`src/rtl/evm_pkg.sv`:
```
// rtl/evm_pkg.sv - shared constants and FSM state type for the ballot capture block
package evm_pkg;

  localparam int NUM_CANDIDATES          = 4;
  localparam int DEFAULT_DEBOUNCE_CYCLES = 1000000;
  localparam int DEFAULT_LOCKOUT_CYCLES  = 125000000;

  typedef enum logic [1:0] {
    ST_ARMED,
    ST_EVAL,
    ST_LOCKOUT,
    ST_WAIT_RELEASE
  } vote_state_e;

endpackage

```
`src/rtl/button_debouncer.sv`:
```
// rtl/button_debouncer.sv - two-flop synchroniser followed by a stable-level debounce counter
module button_debouncer
  import evm_pkg::*;
#(
  parameter int DEBOUNCE_CYCLES = DEFAULT_DEBOUNCE_CYCLES
) (
  input  logic clock,
  input  logic rst_n,
  input  logic btn_raw,
  output logic btn_level
);

  localparam int CNT_W = $clog2(DEBOUNCE_CYCLES + 1);

  logic             sync1_q;
  logic             sync2_q;
  logic             level_q;
  logic             level_d;
  logic [CNT_W-1:0] cnt_q;
  logic [CNT_W-1:0] cnt_d;

  always_ff @(posedge clock or negedge rst_n) begin
    if (!rst_n) begin
      sync1_q <= 1'b0;
      sync2_q <= 1'b0;
      level_q <= 1'b0;
      cnt_q   <= '0;
    end else begin
      sync1_q <= btn_raw;
      sync2_q <= sync1_q;
      level_q <= level_d;
      cnt_q   <= cnt_d;
    end
  end

  // Any cycle where the input agrees with the accepted level restarts the count.
  always_comb begin
    level_d = level_q;
    cnt_d   = '0;
    if (sync2_q != level_q) begin
      if (cnt_q == CNT_W'(DEBOUNCE_CYCLES - 1)) begin
        level_d = sync2_q;
      end else begin
        cnt_d = cnt_q + CNT_W'(1);
      end
    end
  end

  assign btn_level = level_q;

endmodule

```
`src/rtl/ballot_capture.sv`:
```
// rtl/ballot_capture.sv - four-candidate vote capture: debounced buttons, vote FSM, saturating tallies
module ballot_capture
  import evm_pkg::*;
#(
  parameter int DEBOUNCE_CYCLES = DEFAULT_DEBOUNCE_CYCLES,
  parameter int LOCKOUT_CYCLES  = DEFAULT_LOCKOUT_CYCLES,
  parameter int COUNT_W         = 4
) (
  input  logic               clock,
  input  logic               reset,
  input  logic               mode,
  input  logic               button1,
  input  logic               button2,
  input  logic               button3,
  input  logic               button4,
  output logic               valid_vote_casted,
  output logic               invalid_vote,
  output logic [COUNT_W-1:0] candidate1_vote,
  output logic [COUNT_W-1:0] candidate2_vote,
  output logic [COUNT_W-1:0] candidate3_vote,
  output logic [COUNT_W-1:0] candidate4_vote,
  output logic               candidate1_button_press,
  output logic               candidate2_button_press,
  output logic               candidate3_button_press,
  output logic               candidate4_button_press,
  output logic               busy
);

  localparam int                 LOCK_W    = $clog2(LOCKOUT_CYCLES + 1);
  localparam logic [COUNT_W-1:0] TALLY_MAX = '1;

  // Reset asserts asynchronously but releases only after two clean clock edges.
  logic rst_meta_q;
  logic rst_sync_q;

  always_ff @(posedge clock or negedge reset) begin
    if (!reset) begin
      rst_meta_q <= 1'b0;
      rst_sync_q <= 1'b0;
    end else begin
      rst_meta_q <= 1'b1;
      rst_sync_q <= rst_meta_q;
    end
  end

  logic [NUM_CANDIDATES-1:0] btn_raw;
  logic [NUM_CANDIDATES-1:0] deb;

  assign btn_raw = {button4, button3, button2, button1};

  for (genvar g = 0; g < NUM_CANDIDATES; g++) begin : g_deb
    button_debouncer #(
      .DEBOUNCE_CYCLES(DEBOUNCE_CYCLES)
    ) u_deb (
      .clock    (clock),
      .rst_n    (rst_sync_q),
      .btn_raw  (btn_raw[g]),
      .btn_level(deb[g])
    );
  end

  vote_state_e               state_q;
  vote_state_e               state_d;
  logic [NUM_CANDIDATES-1:0] deb_prev_q;
  logic [LOCK_W-1:0]         lock_cnt_q;
  logic [LOCK_W-1:0]         lock_cnt_d;
  logic [COUNT_W-1:0]        tally_q [NUM_CANDIDATES];
  logic [COUNT_W-1:0]        tally_d [NUM_CANDIDATES];
  logic                      valid_q;
  logic                      valid_d;
  logic                      invalid_q;
  logic                      invalid_d;
  logic                      one_hot;

  assign one_hot = (deb != '0) && ((deb & (deb - 1'b1)) == '0);

  always_ff @(posedge clock or negedge rst_sync_q) begin
    if (!rst_sync_q) begin
      state_q    <= ST_ARMED;
      deb_prev_q <= '0;
      lock_cnt_q <= '0;
      valid_q    <= 1'b0;
      invalid_q  <= 1'b0;
      for (int i = 0; i < NUM_CANDIDATES; i++) tally_q[i] <= '0;
    end else begin
      state_q    <= state_d;
      deb_prev_q <= deb;
      lock_cnt_q <= lock_cnt_d;
      valid_q    <= valid_d;
      invalid_q  <= invalid_d;
      for (int i = 0; i < NUM_CANDIDATES; i++) tally_q[i] <= tally_d[i];
    end
  end

  always_comb begin
    state_d    = state_q;
    lock_cnt_d = lock_cnt_q;
    valid_d    = 1'b0;
    invalid_d  = 1'b0;
    for (int i = 0; i < NUM_CANDIDATES; i++) tally_d[i] = tally_q[i];
    case (state_q)
      ST_ARMED: begin
        if (!mode && ((deb & ~deb_prev_q) != '0)) state_d = ST_EVAL;
      end
      // The decision is taken regardless of mode so a vote already started completes.
      ST_EVAL: begin
        if (one_hot) begin
          valid_d    = 1'b1;
          lock_cnt_d = '0;
          state_d    = ST_LOCKOUT;
          for (int i = 0; i < NUM_CANDIDATES; i++) begin
            if (deb[i] && (tally_q[i] != TALLY_MAX)) tally_d[i] = tally_q[i] + COUNT_W'(1);
          end
        end else begin
          invalid_d = (deb != '0);
          state_d   = ST_WAIT_RELEASE;
        end
      end
      ST_LOCKOUT: begin
        if (lock_cnt_q == LOCK_W'(LOCKOUT_CYCLES - 1)) state_d = ST_WAIT_RELEASE;
        else lock_cnt_d = lock_cnt_q + LOCK_W'(1);
      end
      ST_WAIT_RELEASE: begin
        if (deb == '0) state_d = ST_ARMED;
      end
      default: state_d = ST_ARMED;
    endcase
  end

  assign valid_vote_casted       = valid_q;
  assign invalid_vote            = invalid_q;
  assign busy                    = (state_q != ST_ARMED);
  assign candidate1_vote         = tally_q[0];
  assign candidate2_vote         = tally_q[1];
  assign candidate3_vote         = tally_q[2];
  assign candidate4_vote         = tally_q[3];
  assign candidate1_button_press = deb[0];
  assign candidate2_button_press = deb[1];
  assign candidate3_button_press = deb[2];
  assign candidate4_button_press = deb[3];

endmodule

```
`config.mk`:
```
export PLATFORM = sky130hd
export DESIGN_NAME = ballot_capture
export DESIGN_NICKNAME = d
export VERILOG_FILES = /design/src/rtl/evm_pkg.sv /design/src/rtl/button_debouncer.sv /design/src/rtl/ballot_capture.sv
export SDC_FILE = /design/constraint.sdc
export NUM_CORES = 1
export LEC_CHECK = 0
export BUFFER_PORTS_ARGS = -buffer_cell sky130_fd_sc_hd__buf_4
export CORE_ASPECT_RATIO = 1.5
export CORE_UTILIZATION = 45
export CTS_BUF_LIST = sky130_fd_sc_hd__clkbuf_2
export CTS_CLUSTER_SIZE = 14
export DETAILED_ROUTE_END_ITERATION = 7
export SKIP_CTS_REPAIR_TIMING = 1
export SLEW_MARGIN = 10
export SYNTH_ARGS = -nofsm -noshare
export SYNTH_HDL_FRONTEND = slang
export SYNTH_SLANG_ARGS = --single-unit
```
`constraint.sdc`:
```
create_clock -name clock -period 5.6 [get_ports clock]
set_input_delay 1.12 -clock clock [delete_from_list [all_inputs] [get_ports clock]]
set_output_delay 1.12 -clock clock [all_outputs]
set_load 0.005 [all_outputs]
```
==> impl_metrics.json <==
{
  "status": "finished clean",
  "cts-root-buf": "clkbuf_2",
  "synth_warnings": 0,
  "syn_inst": 680,
  "area_growth_pct": 9.52,
  "cts_buffers": 17,
  "switchingPower_mw": 0.405,
  "r2r-end": "lock_cnt_q[26]",
  "fin_crit_ps": 2840,
  "p_per_area_mw_per_mm2": 232,
  "multiInputGateArea_mm2": 0.00317,
  "criticalPathCategory": "reg2out",
  "synth_top_area_share_pct": 52.2,
  "p_seq_share_pct": 60.7,
  "drive_gt1_share_pct": 11.9,
  "r2r_slack_ps": 3190,
  "mostFrequentLayoutCell": "dfrtp_1",
  "clk_pin_slew_ps": 180,
  "r2r-start": "g_deb[0].u_deb.btn_level",
  "gp_routability_congestion": 0.775,
  "yosys.area.top_type": "dfrtp_1",
  "htree_levels": 4,
  "tns_ps": 0,
  "final_antenna_net_count": 0,
  "core_mm2": 0.0151,
  "grt_max_degree": 58,
  "synth_area_mm2": 0.00695,
  "io_pins": 30,
  "dp_hpwl_mm": 9.30,
  "slowest_delay_ps": 450,
  "grt_usage_pct": 18.7,
  "die_w_um": 103,
  "cts_tree": "built",
  "rsz0062_at_grt": "false",
  "fin_skew_ps": 26.2,
  "yosysUniqueCellTypes": 52,
  "antenna_found_initial": 1,
  "final_cell_mix": "144 x dfrtp_1, 102 x nor2_1, 53 x xor2_1",
  "vias": 4980,
  "synth_area_leaders": "dfrtp_1 52%, xor2_1 6.7%, nor2_1 5.5%, xnor2_1 4.5%, nand3_1 3.5%",
  "ys_seq_elements": 145,
  "design.die.area_mm2": 0.0160,
  "drv_cap": 0,
  "drv_slew": 0,
  "seqCellArea_mm2": 0.00363,
  "synth.net_count": 700,
  "fmax_mhz": 353,
  "crit_top_cell": "inv_1",
  "nNetsFinal": 732,
  "swShare_pct": 22.9,
  "gr-total-overflow": 0,
  "final.fill_count": 1353,
  "setup_violations": 0,
  "clock-sinks": 145,
  "required_ps": 4480,
  "setup_ws_ps": 2760,
  "core.rowCount": 55,
  "dp_slack_ps": 3180,
  "clkLatencyLatePin_ps": 730,
  "die_y_um": 154,
  "portBuffers": 29,
  "crit_fanout": 4,
  "finalPower_mw": 1.77,
  "drtPass1Iterations": 6,
  "critPathCaptureType": "output pin",
  "start_kind": "flop",
  "viasPerCell": 5.39,
  "hold_viol": 0,
  "reg2reg_depth": 5,
  "grt_pass1_wl_mm": 23.1,
  "grt_pass1_vias": 5014,
  "synth-seq-area-share_pct": 52.2,
  "ir_worst_vdd_v": 0.000149,
  "max-slew-margin-rel_pct": 41.3,
  "hold_path.class": "in2async",
  "clockPowerShare_pct": 36.9,
  "share_comb_of_total_power_pct": 2.4,
  "drt-initial-drc-count": 210,
  "wl_mm": 13.3,
  "initial_core_util_pct": 46.1,
  "drc_errors": 0,
  "path_cells": "inv_1 -> ha_1 -> inv_1 -> buf_4",
  "period_share_pct": 50.6,
  "leakagePower_nw": 3.41,
  "wl_per_cell_um": 14.4,
  "critPathArrivalTime_ps": 1720,
  "worst_path_max_delay_cell": "dfrtp_1",
  "internal_power_mw": 1.36,
  "avgSynthCellArea_um2": 10.2,
  "clockBufferDepth": 2,
  "worst_slew_pin_slew_ps": 881
}
-- cell usage after synthesis (all sizes together) --
cell type	instances
o21ai	24
nand2b	1
or4	4
inv	17
and2	3
nor4	14
nor2	102
nor4b	8
nand3	49
ha	13
nor3b	1
nand3b	4
and4	10
a2111o	1
and4b	1
mux2	10
o311ai	1
nand4b	1
or2	8
xor2	53
nor4bb	1
o21a	2
buf	15
and3	12
a41o	1
clkbuf	3
maj3	1
o41ai	1
o211ai	4
or3	19
nor2b	5
o31ai	2
dfrtp	145
a22o	1
mux2i	2
a211o	1
nor3	11
xnor2	36
nand2	39
a21oi	20
nand4	33
conb	1
-- stage by stage --
| stage | area, µm² | cells | hold slack, ps | utilization, % |
|---|---|---|---|---|
| after CTS | 7610 | 923 | 78.1 | 50.5 |
| after detailed placement | 7350 | 892 | 325 | 48.8 |
| final | 7610 | 924 | 148 | 50.5 |
| after global routing | 7610 | 924 | 58.1 | 50.5 |
| after global placement | 7350 | 892 | 317 | 48.8 |
| after floorplan | 6950 | 680 | 331 | - |
-- sequential cells by signal, summed over array words and instances (netlist names) --
register,cells
candidate1_vote,4
candidate2_vote,4
candidate3_vote,4
candidate4_vote,4
deb_prev_q,4
g_deb.u_deb.btn_level,4
g_deb.u_deb.cnt_q,80
g_deb.u_deb.sync1_q,4
g_deb.u_deb.sync2_q,4
invalid_vote,1
lock_cnt_q,27
rst_meta_q,1
rst_sync_q,1
state_q,2
valid_vote_casted,1
-- power groups by stage --
stage	Clock (mW)	Sequential [mW]	Combinational [mW]
4_1_cts	0.679	1.07	0.0440
5_1_grt	0.719	1.08	0.0497
3_3_place_gp	0	1.09	0.0430
6_report	0.652	1.07	0.0418
2_1_floorplan	0	1.10	0.0213
3_5_place_dp	0	1.09	0.0438
-- layout make-up --
type / count / area share (%)
Inverter: 17 / 0.838
Antenna cell: 1 / 0.0329
Timing Repair Buffer: 31 / 3.06
Tap cell: 199 / 3.27
Clock inverter: 12 / 2.19
Sequential cell: 145 / 47.7
Clock buffer: 19 / 1.25
Multi-Input combinational cell: 500 / 41.7
-- layer usage --
layer  global-route usage [%]  vias to the layer above  routed length [µm]
met3                     4.61                       19                 484
met4                     7.11                        0                 221
met1                     22.0                     2436                5510
met5                        0                        -                   0
li1                         -                     2450                   -
met2                     32.4                       75                7060
-- worst max-delay path: cells and delay by family, from the launching register on --
family / cells / cell delay [ps]
flip-flops: 1 / 450
buffers and inverters: 3 / 350
adder cells (fa/ha/maj): 1 / 200
-- kinds of logic (layout without fill, tap and decap cells) --
family | count (synthesis) | after routing | synth area share, %
adders and majority gates | 14 | 14 | 2.48
AOI/OAI and AO/OA | 58 | 58 | 5.06
buffers and inverters | 35 | 79 | 2.18
muxes | 12 | 12 | 1.91
other | 1 | 2 | 0.0540
xor gates and xnor gates | 89 | 89 | 11.2
and+or+nand+nor | 326 | 326 | 24.9
DFF | 145 | 145 | 52.2
-- worst max-delay path by stage --
stage / from / endpoint / slack [ps] / depth (start not counted)
2_1_floorplan: rst_sync_q / candidate1_vote[0] / 1260 / 0
3_3_place_gp: g_deb[0].u_deb.btn_level / lock_cnt_q[9] / 3210 / 5
3_5_place_dp: g_deb[0].u_deb.btn_level / lock_cnt_q[9] / 3180 / 5
4_1_cts: state_q[0] / busy / 2700 / 4
5_1_grt: state_q[0] / busy / 2620 / 4
6_report: state_q[0] / busy / 2760 / 4
Note: power is estimated with default switching activity, not from simulation.
